--- config.mk ---
export PLATFORM = sky130hd
export DESIGN_NAME = dither_stream_engine
export DESIGN_NICKNAME = d
export VERILOG_FILES = /design/src/rtl/dither_stream_engine.sv
export SDC_FILE = /design/constraint.sdc
export NUM_CORES = 1
export LEC_CHECK = 0
export ABC_AREA = 1
export BUFFER_PORTS_ARGS = -buffer_cell sky130_fd_sc_hd__buf_4
export CORE_MARGIN = 8
export CORE_UTILIZATION = 50
export DETAILED_ROUTE_END_ITERATION = 7
export PLACE_DENSITY = 0.77
export SYNTH_ARGS = -nofsm -noshare
export SYNTH_HDL_FRONTEND = slang
export SYNTH_SLANG_ARGS = --single-unit
--- constraint.sdc ---
create_clock -name clk -period 11.8 [get_ports clk]
set_clock_uncertainty 0.2 [all_clocks]
set_input_delay 2.36 -clock clk [delete_from_list [all_inputs] [get_ports clk]]
set_output_delay 2.36 -clock clk [all_outputs]
set_load 0.02 [all_outputs]
--- src/rtl/dither_stream_engine.sv ---
// -----------------------------------------------------------------------------
// dither_stream_engine
//
// Streaming Floyd-Steinberg error-diffusion quantiser. Raster-order pixels come
// in on a valid/ready stream, quantised pixels leave on a second valid/ready
// stream one cycle later. Each channel keeps a single row of next-row error
// accumulators plus a small sliding window, so no frame storage is needed.
// With diffusion disabled the engine performs plain rounding quantisation.
//
// Ports:
//   clk         system clock
//   rst_n       asynchronous active-low reset
//   start       one-cycle pulse, begins a frame when idle (ignored otherwise)
//   diffuse_en  1 = error diffusion, 0 = plain quantise; sampled on start
//   s_valid     input pixel valid
//   s_ready     engine can accept a pixel this cycle
//   s_data      input pixel, CHANNELS x RGB_SIZE bits, channel 0 in LSBs
//   m_valid     output pixel valid
//   m_ready     downstream accepts the output pixel
//   m_data      quantised pixel, CHANNELS x OUT_BITS bits, channel 0 in LSBs
//   m_last      marks the final pixel of the frame
//   busy        engine is not idle
//   frame_done  one-cycle pulse once the last output has been taken
// -----------------------------------------------------------------------------
module dither_stream_engine #(
  parameter int IMAGEX   = 64,
  parameter int IMAGEY   = 64,
  parameter int RGB_SIZE = 8,
  parameter int OUT_BITS = 1,
  parameter int CHANNELS = 1
) (
  input  logic                         clk,
  input  logic                         rst_n,
  input  logic                         start,
  input  logic                         diffuse_en,
  input  logic                         s_valid,
  output logic                         s_ready,
  input  logic [CHANNELS*RGB_SIZE-1:0] s_data,
  output logic                         m_valid,
  input  logic                         m_ready,
  output logic [CHANNELS*OUT_BITS-1:0] m_data,
  output logic                         m_last,
  output logic                         busy,
  output logic                         frame_done
);

  // Error values are signed sixteenths; six extra bits cover sign plus the
  // worst-case sum of all four neighbour shares.
  localparam int EW = RGB_SIZE + 6;
  localparam int XW = (IMAGEX > 1) ? $clog2(IMAGEX) : 1;
  localparam int YW = (IMAGEY > 1) ? $clog2(IMAGEY) : 1;
  localparam int PW = RGB_SIZE + OUT_BITS + 1;

  localparam logic [XW-1:0] X_LAST = XW'(IMAGEX - 1);
  localparam logic [YW-1:0] Y_LAST = YW'(IMAGEY - 1);

  localparam logic [PW-1:0] OUT_MAX = PW'((1 << OUT_BITS) - 1);
  localparam logic [PW-1:0] HALF    = PW'(1 << (RGB_SIZE - 1));

  localparam logic signed [EW-1:0] K3 = EW'(3);
  localparam logic signed [EW-1:0] K5 = EW'(5);
  localparam logic signed [EW-1:0] K7 = EW'(7);

  typedef enum logic [1:0] {
    S_IDLE,
    S_RUN,
    S_FLUSH,
    S_DONE
  } state_t;

  state_t                       state_q;
  logic [XW-1:0]                x_q;
  logic [YW-1:0]                y_q;
  logic                         last_row_q;
  logic                         diffuse_q;
  logic                         m_valid_q;
  logic                         m_last_q;
  logic                         frame_done_q;
  logic [CHANNELS*OUT_BITS-1:0] m_data_q;
  logic [CHANNELS*OUT_BITS-1:0] q_all_d;

  logic accept;
  logic row_end;
  logic on_last_row;
  logic flush;

  assign s_ready     = (state_q == S_RUN) && (!m_valid_q || m_ready);
  assign accept      = s_valid && s_ready;
  assign row_end     = (x_q == X_LAST);
  assign on_last_row = (y_q == Y_LAST);
  assign flush       = (state_q == S_FLUSH);

  assign m_valid    = m_valid_q;
  assign m_data     = m_data_q;
  assign m_last     = m_last_q;
  assign busy       = (state_q != S_IDLE);
  assign frame_done = frame_done_q;

  // ---------------------------------------------------------------------------
  // Per-channel datapath: correction, clamp, quantise, error and diffusion.
  // ---------------------------------------------------------------------------
  genvar gi, gb;
  generate
    for (gi = 0; gi < CHANNELS; gi++) begin : g_ch
      logic signed [EW-1:0] carry_q;
      logic signed [EW-1:0] win0_q;
      logic signed [EW-1:0] win1_q;
      logic signed [EW-1:0] line_q [IMAGEX];

      logic signed [EW-1:0] rowacc_d;
      logic signed [EW-1:0] sum_d;
      logic signed [EW-1:0] v_raw_d;
      logic signed [EW-1:0] err_d;
      logic [RGB_SIZE-1:0]  pix_d;
      logic [RGB_SIZE-1:0]  v_d;
      logic [RGB_SIZE-1:0]  recon_d;
      logic [PW-1:0]        prod_d;
      logic [OUT_BITS-1:0]  q_d;

      assign pix_d = s_data[gi*RGB_SIZE +: RGB_SIZE];

      // Row 0 never reads the line buffer, so its contents after reset or an
      // aborted frame cannot leak into a new frame.
      assign rowacc_d = (y_q != '0) ? line_q[x_q] : '0;
      assign sum_d    = rowacc_d + carry_q;
      assign v_raw_d  = $signed({{(EW-RGB_SIZE){1'b0}}, pix_d}) + (sum_d >>> 4);

      always_comb begin
        v_d = v_raw_d[RGB_SIZE-1:0];
        if (v_raw_d[EW-1]) begin
          v_d = '0;
        end else if (|v_raw_d[EW-2:RGB_SIZE]) begin
          v_d = '1;
        end
      end

      assign prod_d = PW'(v_d) * OUT_MAX + HALF;
      assign q_d    = OUT_BITS'(prod_d >> RGB_SIZE);

      // Reconstruction repeats the output code from the MSB down.
      for (gb = 0; gb < RGB_SIZE; gb++) begin : g_rep
        assign recon_d[RGB_SIZE-1-gb] = q_d[OUT_BITS-1-(gb % OUT_BITS)];
      end

      assign err_d = diffuse_q
                   ? ($signed({{(EW-RGB_SIZE){1'b0}}, v_d})
                      - $signed({{(EW-RGB_SIZE){1'b0}}, recon_d}))
                   : '0;

      assign q_all_d[gi*OUT_BITS +: OUT_BITS] = q_d;

      // win1 holds the SE share for the next column, win0 the partial
      // next-row sum for the current column awaiting its SW share.
      always_ff @(posedge clk or negedge rst_n) begin
        if (!rst_n) begin
          carry_q <= '0;
          win0_q  <= '0;
          win1_q  <= '0;
        end else if (accept) begin
          win0_q  <= win1_q + K5 * err_d;
          win1_q  <= err_d;
          carry_q <= row_end ? '0 : K7 * err_d;
        end else if (flush) begin
          carry_q <= '0;
          win0_q  <= '0;
          win1_q  <= '0;
        end
      end

      // Column x-1 is complete once x contributes its SW share; the final
      // column is closed out in the flush cycle.
      always_ff @(posedge clk) begin
        if (accept && (x_q != '0) && !on_last_row) begin
          line_q[x_q - XW'(1)] <= win0_q + K3 * err_d;
        end else if (flush && !last_row_q) begin
          line_q[IMAGEX-1] <= win0_q;
        end
      end
    end
  endgenerate

  // ---------------------------------------------------------------------------
  // Control FSM and output register.
  // ---------------------------------------------------------------------------
  always_ff @(posedge clk or negedge rst_n) begin
    if (!rst_n) begin
      state_q      <= S_IDLE;
      x_q          <= '0;
      y_q          <= '0;
      last_row_q   <= 1'b0;
      diffuse_q    <= 1'b0;
      m_valid_q    <= 1'b0;
      m_data_q     <= '0;
      m_last_q     <= 1'b0;
      frame_done_q <= 1'b0;
    end else begin
      frame_done_q <= 1'b0;

      if (accept) begin
        m_valid_q <= 1'b1;
        m_data_q  <= q_all_d;
        m_last_q  <= row_end && on_last_row;
      end else if (m_ready) begin
        m_valid_q <= 1'b0;
      end

      case (state_q)
        S_IDLE: begin
          if (start) begin
            state_q   <= S_RUN;
            diffuse_q <= diffuse_en;
            x_q       <= '0;
            y_q       <= '0;
          end
        end
        S_RUN: begin
          if (accept) begin
            if (row_end) begin
              x_q        <= '0;
              last_row_q <= on_last_row;
              y_q        <= on_last_row ? '0 : y_q + YW'(1);
              state_q    <= S_FLUSH;
            end else begin
              x_q <= x_q + XW'(1);
            end
          end
        end
        S_FLUSH: begin
          state_q <= last_row_q ? S_DONE : S_RUN;
        end
        S_DONE: begin
          if (!m_valid_q) begin
            state_q      <= S_IDLE;
            frame_done_q <= 1'b1;
          end
        end
        default: state_q <= S_IDLE;
      endcase
    end
  end

endmodule

# --- After elaboration in Yosys (flattened, before gate mapping) ---
# Memories as Yosys holds them, arrays and structs flattened.
# Index checks and enable logic that the tools add are counted.
# Widths: inputs -> output; s select.
word_totals:
  regBits: 62
  ram_bits: 896
  in_bits: 14
  out_inout_bits: 6
  elab_cells: 93
  mem_count: 1
mem_list:
  columns: ["name", "words", "width", "read_ports", "rd_clocked_by_memory_dff", "write_ports", "line_no", "source"]
  rows:
  - ["g_ch[0].line_q", 64, 14, 1, 0, 1, "108", "logic signed [EW-1:0] line_q [IMAGEX];"]
classes:
  add_sub_neg: 9
  n_mul: 3
  eq_ne: 9
  mux: 35
  reduce_logical: 24
op_table:
  columns: ["op", "n"]
  rows:
  - ["$mux 14", 8]
  - ["$add 14x14->14", 3]
  - ["$mux 6", 7]
  - ["$mul 3x14->14 const A", 2]
  - ["$pmux 6 s2", 2]
  - ["$mux 8", 2]
  - ["$mul 4x14->14 const A", 1]
  - ["$reduce_or 14->1", 1]
  - ["$add 6x1->6 const B", 2]
  - ["$eq 6x6->1 const B", 2]
  - ["$reduce_bool 6->1", 2]
  - ["$add 9x10->11", 1]
  - ["$mux 1", 10]
  - ["$mux 2", 5]
  - ["$add 8x8->9 const B", 1]
  - ["$sub 8x8->9", 1]
  - ["$ne 2x2->1 const B", 4]
  - ["$pmux 2 s4", 1]
  - ["$reduce_and 4->1", 2]
  - ["$reduce_bool 2->1", 4]
  - ["$logic_and 1x1->1", 6]
  - ["$reduce_and 3->1", 2]
  - ["$sub 6x1->6 const B", 1]
  - ["$reduce_or 5->1", 1]
  - ["6 further kinds", 9]

# --- Logic depth before layout (Yosys ltp) ---
# Gate-level depths: netlist of the first run.
logic_depth:
  ltp_word: 13
  mapped_depth: 64
  mapped_depth_nobuf: 61

# --- Worst setup path before layout of the first run ---
# No wires, ideal clock.
synth_timing:
  path_kind: "register to register"
  from: "register x_q[0]"
  to: "memory g_ch[0].line_q[0][13] (netlist bit) (data pin)"
  setup_time_ps: 701
  arrival_time_ps: 10874
  required_time_ps: 10899
  path_slack_ps: 25
  stages_incl_launch_ff: 56
  path_buffers: 5
  synth_period_minus_slack_ps: 11775
  path_cell_list: "dfrtp_1 > buf_2 > inv_4 > buf_2 > buf_2 > clkbuf_1 > clkbuf_1 > nor2_1 > o22ai_1 > nand2_1 > a41oi_1 > a21oi_1 > a21oi_1 > ha_1 > a21oi_1 > nor2_1 > a211oi_1 > nand2_1 > [20 not listed] > nor2_1 > o21bai_1 > nor2_1 > nor2_1 > ha_1 > fa_1 > ha_1 > nand2_1 > o21ai_0 > and2_1 > o21a_1 > nor2_1 > o21ai_0 > nand2_1 > nand2_1 > a21oi_1 > xor2_1 > o21ai_0"
synth_via:
  elab_chain_cells: 13
  elab_cells_between_ends: 19
  classes_between: "add/sub: 5; mul: 1; mux: 7; reduce/logical: 5; memory: 1"
synth_lines:
  columns: ["element", "line_no", "source"]
  rows:
  - ["start, declared", "72", "logic [XW-1:0] x_q;"]
  - ["start signal, assigned", "224", "x_q <= x_q + XW'(1);"]
  - ["$mem_v2 64x14 *", null, null]
  - ["$mux 14 *", "124", "assign rowacc_d = (y_q != '0) ? line_q[x_q] : '0;"]
  - ["$add 14x14->14 *", "125", "assign sum_d = rowacc_d + carry_q;"]
  - ["$add 9x10->11 *", "126", "assign v_raw_d = $signed({{(EW-RGB_SIZE){1'b0}}, pix_d}) + (sum_d >>> 4);"]
  - ["$reduce_or 5->1", "132", "end else if (|v_raw_d[EW-2:RGB_SIZE]) begin"]
  - ["$mux 8", "132", null]
  - ["$mux 8 *", "130", "if (v_raw_d[EW-1]) begin"]
  - ["$add 8x8->9 *", "137", "assign prod_d = PW'(v_d) * OUT_MAX + HALF;"]
  - ["named net g_ch[0].prod_d[8]", "117", "logic [PW-1:0] prod_d;"]
  - ["$sub 8x8->9 *", "147", "- $signed({{(EW-RGB_SIZE){1'b0}}, recon_d}))"]
  - ["$mux 14 *", "146", "? ($signed({{(EW-RGB_SIZE){1'b0}}, v_d})"]
  - ["$mul 3x14->14 *", "174", "line_q[x_q - XW'(1)] <= win0_q + K3 * err_d;"]
  - ["$add 14x14->14 *", "174", null]
  - ["$mux 14 (no source line) *", null, null]
  - ["end, declared", "108", null]
# Mark *: on every way through the listed nets, which the timed path passes. The rest lies on a longest branch.

# --- Worst setup path in the final report of the first run ---
layout_timing:
  from: "register x_q[1]"
  to: "memory g_ch[0].line_q[20][9] (netlist bit) (data pin)"
# The elaborated chain is that of the path after synthesis.

==> results.toml, run 1 <==
[status]
outcome = "finished, final reports clean"

[critical_path]
worstPathRequired_ps = 12000
path_buf_inv = 8
critical_path.most_common_cell = "nand2_1"
endpoint_kind = "flop"
path_max_fanout = 42
crit_path_max_incr_delay_ps = 710
cp-start-kind = "flop"
crit_type = "reg2reg"
crit_arrival_ps = 11150
critPathSlowestCell = "dfrtp_4"
crit_family = "compound AO/OA/AOI/OAI gates"

[floorplan]
rows = 105
fp.dieW_um = 303
die_area_um2 = 91600
ios = 20
initial_core_util_pct = 50.3
fp.dieH_um = 303
core-area_um2 = 81700

[detailed_routing]
detail-route-antenna-nets = 0
detail_route.wl_per_cell_um = 22.7
drtIter0Drc = 3681
drc = 0
dr.pass1.iters = 7
totalWireLength_um = 106000
vias = 28300
via_per_inst = 6.07

[min_path]
min_path_type = "reg2reg"

[clock_tree]
clock-sinks = 952
holdBufCountCts = 0
clkLatencyLatePin_ps = 670
cts_made_buffers = 94
cts_setup_buffers = 0
tritoncts = "done"
h-tree-depth = 3
cts_buffer_depth = 3
clkTransAtPathRegs_ps = 60
root_buffer = "clkbuf_16"
cts_resized = 0

[global_routing]
grt-ovfl-total = 0
grt_pass1_vias = 27200
grt_first_pass_wirelength_um = 160000
antenna_found_initial = 2
track_usage_pct = 22.7
grt_start_max_net_pins = 135

[logic_synthesis]
yosys_warnings = 0
async_reset_ff_share_pct = 5.88
synth.distinct_cells = 49
synth_common_cells = "edfxtp_1, nor2_1, o21ai_0"
synth_fa_ha_area_share_pct = 4.04
ys.flop_type = "edfxtp_1"
synth-seq-cells = 952
muxShareOfSynthArea_pct = 0
synthTopCellsByArea = "edfxtp_1, o21ai_0, nor2_1"
ys_seq_area_share_pct = 68.9
synth_edf_count = 896
yosys.area_share.simple_pct = 11.1
netlist_instances = 3487
synth_top_cell_by_area = "edfxtp_1"
synth_xor_area_share_pct = 0.661
synth_compound_area_share_pct = 11.7
yosysTopAreaCellShare_pct = 65.5
syn-mean-instance-area_um2 = 11.8
synth_area_um2 = 41100
yosysMostFrequentCell = "edfxtp_1"
synthesis.nets = 3618
synth_top_family_by_area = "compound AO/OA/AOI/OAI gates"

[sta]
setup_viol = 0
rsz0062_at_grt = "false"
setup_tns_ps = 0
drv_slew = 0
hold_viol = 0
max_freq_ghz = 0.0914
fin_crit_sh_pct = 92.8
worst_slew_pin_slew_ps = 1140
relSlewSlack_pct = 23.9
fin_crit_ps = 10950

[layout]
area_delta_synth_final_pct = 12.4
fin_nets = 3647
ff_latch_area_um2 = 28300
fillCellCount = 6330
diodes = 0
drive_above_1_share_pct = 9.59
multiInputGateArea_um2 = 11600

[run]
maxCapViolCount = 0

[placement]
hpwlAfterDp_um = 61900
io_buffers = 19
gp_congestion = 0.964
## logic make-up after synthesis
family / count (synthesis)
buf+inv: 382
flops: 952
fa+ha+maj: 117
xor+xnor: 31
simple gates: 1145
compound gates: 860
## worst register-to-register path: cells and delay by family, from the launching register on
kind                       cells  cell delay (ps)
AOI/OAI and AO/OA             16             4030
adders and majority gates      7             2200
and+or+nand+nor               15             1660
buffers and inverters          8             1570
DFF                            1              710
xor gates and xnor gates       2              270
## flip-flops by register name, summed over array words and instances, names as in the netlist, 2 cells and up
register      count
x_q               6
g_ch.carry_q     13
y_q               6
g_ch.win0_q      14
state_q           2
g_ch.line_q     896
g_ch.win1_q       9
## cell type report
type | count | area share, %
Clock buffer | 108 | 5.26
Multi-Input combinational cell | 2153 | 25.1
Tap cell | 1070 | 2.90
Inverter | 194 | 1.62
Timing Repair Buffer | 121 | 2.29
Sequential cell | 952 | 61.3
Clock inverter | 69 | 1.52
## metal layers
layer,up-vias,GRT usage (%),routed length (um)
li1,12600,-,-
met1,13700,30.0,40200
met2,1750,36.4,49600
met3,299,4.23,11100
met4,2,10.5,4880
met5,-,0,13
## placed cells by master, fill, tap and decap left out, types with 6 or more instances in the layout
cell	count
nand2_1	444
a21o_1	7
fa_1	26
a22o_1	8
o21bai_1	6
edfxtp_1	896
xnor2_1	11
bufinv_16	11
clkbuf_16	95
o21ai_0	468
a31oi_1	7
nor2_2	27
clkbuf_1	13
xor2_1	20
buf_4	109
o211ai_1	11
nand4_1	38
buf_12	12
inv_1	181
ha_1	91
clkinv_1	21
nand3_1	55
inv_6	6
o21ai_1	8
clkinv_4	6
nor2_1	544
clkinv_2	23
nor3_1	15
dfrtp_1	54
a21oi_1	94
inv_2	8
o21ai_4	13
nor3_2	6
a41oi_1	12
o22ai_1	205
## path summary, 6_finish.rpt
path | startpoint | cells past startpoint | to | slack [ps]
min in group asynchronous | rst_n | 1 | g_ch[0].win1_q[12] | 1580
worst max register to register | x_q[1] | 48 | g_ch[0].line_q[20][9] | 850
worst min-delay path | y_q[4] | 1 | y_q[4] | 260
max in group asynchronous | rst_n | 1 | x_q[0] | 9180
worst max-delay path | x_q[1] | 48 | g_ch[0].line_q[20][9] | 850
worst min register to register | y_q[4] | 1 | y_q[4] | 260
## through the flow
step	area, um^2	instances	hold slack, ps	util [%]	worst slack (ps)
floorplan	41100	3487	223	-	24.7
global placement	43000	4490	247	52.7	1260
detailed placement	43000	4490	246	52.7	1120
CTS	46200	4667	258	56.5	1010
global route	46200	4667	303	56.5	22.7
finish	46200	4667	258	56.5	853
Power of run 1 is left out: the tool's default activity adds up to more than one toggle a clock period on the data nets, which glitch-free logic cannot reach.
==> inputs of run 2 (changes only) <==
--- a/config.mk
+++ b/config.mk
@@ -8,9 +8,9 @@
 export ABC_AREA = 1
 export BUFFER_PORTS_ARGS = -buffer_cell sky130_fd_sc_hd__buf_4
 export CORE_MARGIN = 8
-export CORE_UTILIZATION = 50
+export CORE_UTILIZATION = 57
 export DETAILED_ROUTE_END_ITERATION = 7
-export PLACE_DENSITY = 0.77
+export PLACE_DENSITY = 0.85
 export SYNTH_ARGS = -nofsm -noshare
 export SYNTH_HDL_FRONTEND = slang
 export SYNTH_SLANG_ARGS = --single-unit
==> run 2 against run 1 <==
Clock-buffer cell count grew 9; setup slack lost 76 ps; maximum frequency shrank 0.69%; critical path depth grew 5; global-route usage grew 3.3 points; die area shrank 12%; utilization grew 7.7 points; design area shrank 0.52%; sequential share of layout area grew 0.32 points; highest routed layer unchanged; cell count shrank 2.7%; register-to-register slack lost 80 ps.
==> results.toml, run 2 (same netlist as run 1, synthesis figures left out) <==
[placement]
hpwlAfterDp_um = 62500
io_buffers = 19
gp_congestion = 0.904

[critical_path]
endpoint_kind = "flop"
critical_path.most_common_cell = "nand2_1"
critPathSlowestCell = "dfrtp_4"
crit_type = "reg2reg"
crit_arrival_ps = 11230
path_max_fanout = 64
r2r_setup_slack_ps = 780
worstPathRequired_ps = 12010
crit_path_max_incr_delay_ps = 690
reg2regPathDepth = 53
cp-start-kind = "flop"

[detailed_routing]
dr.pass1.iters = 8
detail_route.wl_per_cell_um = 24.1
via_per_inst = 6.41
totalWireLength_um = 110000
drtIter0Drc = 4209
drc = 0
vias = 29100
detail-route-antenna-nets = 0

[global_routing]
grt_pass1_vias = 28600
grt-ovfl-total = 0
antenna_found_initial = 4
grt_start_max_net_pins = 137
grt_first_pass_wirelength_um = 163000
track_usage_pct = 26.0

[sta]
drv_slew = 0
worst_slew_pin_slew_ps = 1280
fin_crit_ps = 11020
fin_crit_sh_pct = 93.4
hold_viol = 0
setup_viol = 0
max_freq_ghz = 0.0907
relSlewSlack_pct = 14.5
setup_tns_ps = 0

[floorplan]
core-area_um2 = 71500
ios = 20
rows = 98
initial_core_util_pct = 57.5
fp.dieH_um = 284
fp.dieW_um = 284
die_area_um2 = 80900

[status]
outcome = "finished, final reports clean"

[layout]
largest_register_ffs = 896
mostFrequentLayoutCell = "edfxtp_1"
drive_above_1_share_pct = 9.28
final_cell_mix = "edfxtp_1, nor2_1, o21ai_0"
final_core_util_pct = 64.2
diodes = 0
largestRegisters = "g_ch.line_q: 896 flops, g_ch.win0_q: 14 flops, g_ch.carry_q: 13 flops"
regMostFlops = "g_ch.line_q"
area_delta_synth_final_pct = 11.8
fin_nets = 3644

[run]
maxCapViolCount = 0

[min_path]
min_path_type = "reg2reg"
whs_path_depth = 1

[clock_tree]
cts_buffer_depth = 3
tritoncts = "done"
clkLatencyLatePin_ps = 660
h-tree-depth = 3
clkTransAtPathRegs_ps = 60
clock-sinks = 952
root_buffer = "clkbuf_16"
holdBufCountCts = 0
cts_made_buffers = 92
run 2: cell types whose count changed in the layout (fill, tap and decap cells not counted), sizes merged:
| cell | delta |
|---|---|
| bufinv | -2 |
| inv | -2 |
| clkinvlp | +1 |
| clkinv | -12 |
| buf | -2 |
| clkbuf | +9 |
run 2: path summary, 6_finish.rpt:
path                            startpoint                      to
worst max register to register      x_q[0]  g_ch[0].line_q[11][13]
worst max-delay path                x_q[0]  g_ch[0].line_q[11][13]
max in group asynchronous            rst_n                  x_q[0]
worst min-delay path                y_q[4]                  y_q[4]
worst min register to register      y_q[4]                  y_q[4]
min in group asynchronous            rst_n       g_ch[0].win0_q[9]
run 2: final cells by class:
class	count	area, um^2
Clock buffer	117	2460
Timing Repair inverter	1	11.3
Fill cell	4750	25600
Clock inverter	53	505
Sequential cell	952	28300
Tap cell	950	1190
Inverter	194	759
Multi-Input combinational cell	2153	11600
Timing Repair Buffer	119	1070
run 2: metrics by stage:
step                      std cells  cell area (um^2)  worst slack (ps)  hold WS (ps)
after floorplan                3487             41100              24.7           223
after global placement         4366             42900              1020           237
after detailed placement       4366             42900               673           245
after CTS                      4536             45800               556           263
after global routing           4539             45900             -29.3           295
final                          4539             45900               778           264
run 2: timing repair:
action	in CTS	in global routing
resized for setup	0	9
endpoints found under the hold margin	0	0
endpoints found under the setup margin	0	387
setup buffers	0	2
run 2: metal layers:
layer / GRT usage (%) / vias up / wire length (um)
li1: - / 12600 / -
met3: 6.24 / 459 / 14100
met5: 0 / - / 27
met4: 15.0 / 4 / 6560
met2: 42.0 / 2280 / 51400
met1: 31.8 / 13800 / 37400
run 2: worst max-delay path: cells and delay by family (launching register included):
family	cells	cell delay, ps
AOI/OAI and AO/OA	19	4230
and+or+nand+nor	18	1940
xor gates and xnor gates	2	280
buffers and inverters	7	1240
adders and majority gates	7	2110
DFF	1	690
Power of run 2 is left out for the same reason.
